`src/rtl/match_event_logger.sv`:
```
// Timestamped event logger: captures a free-running counter on each det_in pulse into a FIFO.
// Optional saturating discard counter (drop_cnt) is built only when DROP_CNT_EN is defined.
module match_event_logger #(
  parameter int DEPTH = 4,
  parameter int TS_W  = 8
) (
  input  logic                     clk,
  input  logic                     rst,
  input  logic                     det_in,
  output logic [TS_W-1:0]          ts_out,
  output logic                     evt_valid,
  input  logic                     evt_ready,
  output logic [$clog2(DEPTH):0]   fifo_cnt,
  output logic                     full
`ifdef DROP_CNT_EN
  ,
  output logic [7:0]               drop_cnt
`endif
);

  localparam int AW = $clog2(DEPTH);
  localparam int CW = AW + 1;

  if ((DEPTH < 2) || (DEPTH > 16) || ((1 << AW) != DEPTH)) begin : g_bad_depth
    $error("DEPTH must be a power of two in 2..16");
  end

  logic [TS_W-1:0] ts_q, ts_d;
  logic [AW-1:0]   wr_q, wr_d;
  logic [AW-1:0]   rd_q, rd_d;
  logic [CW-1:0]   cnt_q, cnt_d;
  logic [TS_W-1:0] mem_q [DEPTH];
  logic            push, pop;

  assign evt_valid = (cnt_q != '0);
  assign full      = (cnt_q == CW'(DEPTH));
  assign fifo_cnt  = cnt_q;
  // Head is masked to zero when empty so stale storage never leaks out.
  assign ts_out    = evt_valid ? mem_q[rd_q] : '0;

  always_comb begin
    pop   = evt_valid & evt_ready;
    push  = det_in & (~full | pop);
    ts_d  = ts_q + TS_W'(1);
    wr_d  = wr_q;
    rd_d  = rd_q;
    cnt_d = cnt_q;
    if (push) wr_d = wr_q + AW'(1);
    if (pop)  rd_d = rd_q + AW'(1);
    if (push && !pop)      cnt_d = cnt_q + CW'(1);
    else if (pop && !push) cnt_d = cnt_q - CW'(1);
  end

  always_ff @(posedge clk) begin
    if (rst) begin
      ts_q  <= '0;
      wr_q  <= '0;
      rd_q  <= '0;
      cnt_q <= '0;
    end else begin
      ts_q  <= ts_d;
      wr_q  <= wr_d;
      rd_q  <= rd_d;
      cnt_q <= cnt_d;
    end
  end

  // Storage needs no reset; it is only visible through ts_out while non-empty.
  always_ff @(posedge clk) begin
    if (!rst && push) mem_q[wr_q] <= ts_q;
  end

`ifdef DROP_CNT_EN
  logic [7:0] drop_q, drop_d;
  logic       drop;

  always_comb begin
    drop   = det_in & full & ~pop;
    drop_d = drop_q;
    if (drop && (drop_q != 8'hFF)) drop_d = drop_q + 8'd1;
  end

  always_ff @(posedge clk) begin
    if (rst) drop_q <= '0;
    else     drop_q <= drop_d;
  end

  assign drop_cnt = drop_q;
`endif

endmodule

```
`config.mk`:
```
export PLATFORM = sky130hd
export DESIGN_NAME = match_event_logger
export DESIGN_NICKNAME = d
export VERILOG_FILES = /design/src/rtl/match_event_logger.sv
export SDC_FILE = /design/constraint.sdc
export NUM_CORES = 1
export LEC_CHECK = 0
export ABC_CLOCK_PERIOD_IN_PS = 5400
export BUFFER_PORTS_ARGS = -buffer_cell sky130_fd_sc_hd__buf_2
export CAP_MARGIN = 10
export CORE_MARGIN = 2
export CORE_UTILIZATION = 45
export CTS_CLUSTER_DIAMETER = 80
export DETAILED_ROUTE_END_ITERATION = 16
export GPL_ROUTABILITY_DRIVEN = 0
export SYNTH_ARGS = -nofsm -noshare
export SYNTH_HDL_FRONTEND = slang
export SYNTH_SLANG_ARGS = --single-unit
```
`constraint.sdc`:
```
create_clock -name clk -period 5.4 [get_ports clk]
set_clock_uncertainty 0.1 [all_clocks]
set_input_delay 1.08 -clock clk [delete_from_list [all_inputs] [get_ports clk]]
set_output_delay 1.08 -clock clk [all_outputs]
set_load 0.01 [all_outputs]
```
==> flow_summary_export.csv <==
group,metric,value,unit
clocking,worst_setup_hold_path_clk_slew,90,ps
synthesis,number_of_different_library_cells_in_the_post_synthesis_netlist,29,
synthesis,syn_area_per_cell,14.7,um2
synthesis,synth_cell_count_leaders,"edfxtp_1, dfxtp_1, nor2_1",
clocking,clock_sinks,49,
routing,drt-pass1-iter-count,4,
clocking,insertion_delay,300,ps
synthesis,synth_nets,147,
global_route,grt_usage,0.151,
timing,post-route-min-period,3030,ps
floorplan,die_area,5000,um2
timing,clock.fmax,0.330,GHz
final_layout,layout-drive-gt1-share,0.263,
final_layout,seqCellArea,1300,um2
clocking,cts.root.buffer_cell,"clkbuf_8",
synthesis,seq_area_frac_synth,0.650,
routing,detail_route.vias_per_cell,5.30,
floorplan,num_rows,24,
routing,final_antenna_net_count,0,
floorplan,num_io_pins,17,
global_route,initial_antenna_violation_count,0,
final_layout,final_cell_area,2250,um2
synthesis,synth.top_cell.area_share,0.480,
synthesis,netlist.top_cell.by_area,"edfxtp_1",
clocking,cts_resized,0,
worst_setup_path,setup.worst_path.start_class,"register",
routing,detailedRoute.firstIterationViolations,83,
final_layout,finalCoreUtilization,0.521,
timing,relative_slew_slack,0.627,
timing,post-route-period-util,0.561,
routing,remaining_drc_errors,0,
placement,number_of_port_buffers,16,
worst_setup_path,timing.critical_path.required,4220,ps
routing,routed_wire_length_per_instance,16.2,um
clocking,ctsHoldBuffers,0,
clocking,ctsHtreeMaxLevel,2,
placement,dpl-instance-area,2170,um2
worst_setup_path,data_arrival_at_the_endpoint_of_the_critical_path,1850,ps
synthesis,synth.yosys.warnings,0,
power_and_ir_drop,irDropWorstVdd,0.168,mV
worst_setup_path,critical_path_peak_fanout,8,
routing,routed-via-count,1123,
clocking,cts_buffers,5,
synthesis,synth_enable_flop_cells,32,
synthesis,synthCells,136,
worst_setup_path,critical_path.slowest_cell,"dfxtp_1",
timing,post-route-worst-setup-slack,2370,ps
placement,setup_slack_at_placement,2540,ps
status,run_status,"complete, no violations",
floorplan,die_y,70.7,um
worst_setup_path,timing_worst_setup_path_type,"reg2out",
global_route,maximum_number_of_pins_on_one_net_before_global_route_repair,23,
worst_setup_path,critical_path.endpoint_type,"output port",
timing,grt_setup_unrepaired,"false",
synthesis,postSynth.asyncResetShare,0,
power_and_ir_drop,p_leak,0.830,nW
min_path,hold_path.class,"reg2reg",
routing,totalWireLength,3440,um
floorplan,start_util,0.463,
synthesis,ys_top_cells_by_area,"edfxtp_1, dfxtp_1, mux4_2",
synthesis,ys_ff_latch,49,
synthesis,yosys_most_used_dff,"edfxtp_1",
final_layout,net_count_of_the_finished_layout,170,
timing,final.setup.tns,0,ps
floorplan,fp.dieW,70.7,um
worst_setup_path,timing.critical_path.slowest_cell_delay,690,ps
final_layout,fillers,378,
global_route,grt_pass1_wl,5640,um
timing,drv_slew,0,
global_route,global_route.overflow_total,0,
power_and_ir_drop,power_density,432,nW/um2
timing,hold_violations,0,
clocking,clock_tree_from_tritoncts,"yes",
timing,tightest_slew,559,ps
global_route,number_of_global_route_vias_before_repair,1160,
final_layout,multi_input_area,659,um2
worst_setup_path,crit_path_cell_trace,"mux4_2 -> nor2b_1 -> buf_2",
job,max_cap_viol_count,0,
timing,hold_ws,403,ps
floorplan,core,4320,um2
final_layout,areaGrowthSynthToFinish,12.6,%
clocking,postCtsSetupBuffers,0,
worst_setup_path,timing.reg2reg.setup_slack,3060,ps
timing,report.final.setup_viol,0,
final_layout,num_antenna_cells,0,
clocking,max-clock-path-buffers,2,
placement,post-dp-hpwl,2320,um
synthesis,synthMostInstantiatedCell,"edfxtp_1",
synthesis,synth_area,2000,um2
==> metrics by stage <==
stage,std cells,power [mW]
5_1_grt,212,1.04
4_1_cts,212,0.991
3_5_place_dp,204,0.777
6_report,212,0.974
3_3_place_gp,204,0.763
2_1_floorplan,136,0.674
==> worst paths after layout <==
path	cells past startpoint	to	from
min reg2reg	2	rd_q[1]	rd_q[1]
max reg2reg	9	fifo_cnt[2]	fifo_cnt[2]
max	3	ts_out[5]	register
min	2	rd_q[1]	rd_q[1]
==> worst max-delay path, delay by kind of cell (launching register included) <==
kind                   cells  cell delay (ps)
AND/OR/NAND/NOR            1              140
flip-flops                 1              690
multiplexers               1              590
buffers and inverters      1              130
==> kinds of logic after synthesis <==
group / synth area share
adders and majority gates: 0.0475
xor gates and xnor gates: 0.0262
AOI/OAI and AO/OA: 0.0369
and+or+nand+nor: 0.111
DFF: 0.650
buffers and inverters: 0.0212
muxes: 0.107
==> layout by cell type, fill, tap and decap left out <==
cell      instances
edfxtp_1         32
dfxtp_1          17
buf_2            16
nor2_1           10
nor2b_1           9
mux4_2            8
ha_1              6
inv_1             5
xor2_1            5
o21ai_0           5
a21oi_1           5
clkbuf_8          5
buf_4             5
nor3b_1           4
nand3_1           4
or3_1             4
nand2_1           3
mux2i_1           2
nand2b_1          2
o31ai_1           1
nor3_1            1
or3b_4            1
o21ai_4           1
inv_2             1
xnor2_1           1
mux2_4            1
nand4_1           1
or3_2             1
fa_1              1
inv_4             1
inv_6             1
clkinv_2          1
==> report_power, final <==
| group | switching, mW | internal [mW] |
|---|---|---|
| clock | 0.121 | 0.0924 |
| combinational | 0.134 | 0.145 |
| sequential | 0.0489 | 0.432 |
==> cell type report <==
| cell class | instances | area share |
|---|---|---|
| clock inverter | 3 | 0.00888 |
| sequential | 49 | 0.577 |
| clock buffer | 5 | 0.0305 |
| tap | 52 | 0.0289 |
| timing repair buffer | 21 | 0.0522 |
| multi-input combinational | 76 | 0.292 |
| inverter | 6 | 0.00999 |
==> flip-flops by register name (all words and copies together) (netlist names), named ones only <==
register  cells
fifo_cnt      3
ts_q          8
rd_q          2
wr_q          2
mem_q        32
==> routing by layer <==
| layer | GRT usage | up-vias | part of all wire |
|---|---|---|---|
| li1 | - | 540 | - |
| met1 | 0.183 | 560 | 0.44 |
| met2 | 0.251 | 17 | 0.51 |
| met3 | 0.0484 | 6 | 0.036 |
| met4 | 0.0566 | 0 | 0.016 |
| met5 | 0 | - | 0 |
No activity file was read; power rests on OpenSTA's default activity.
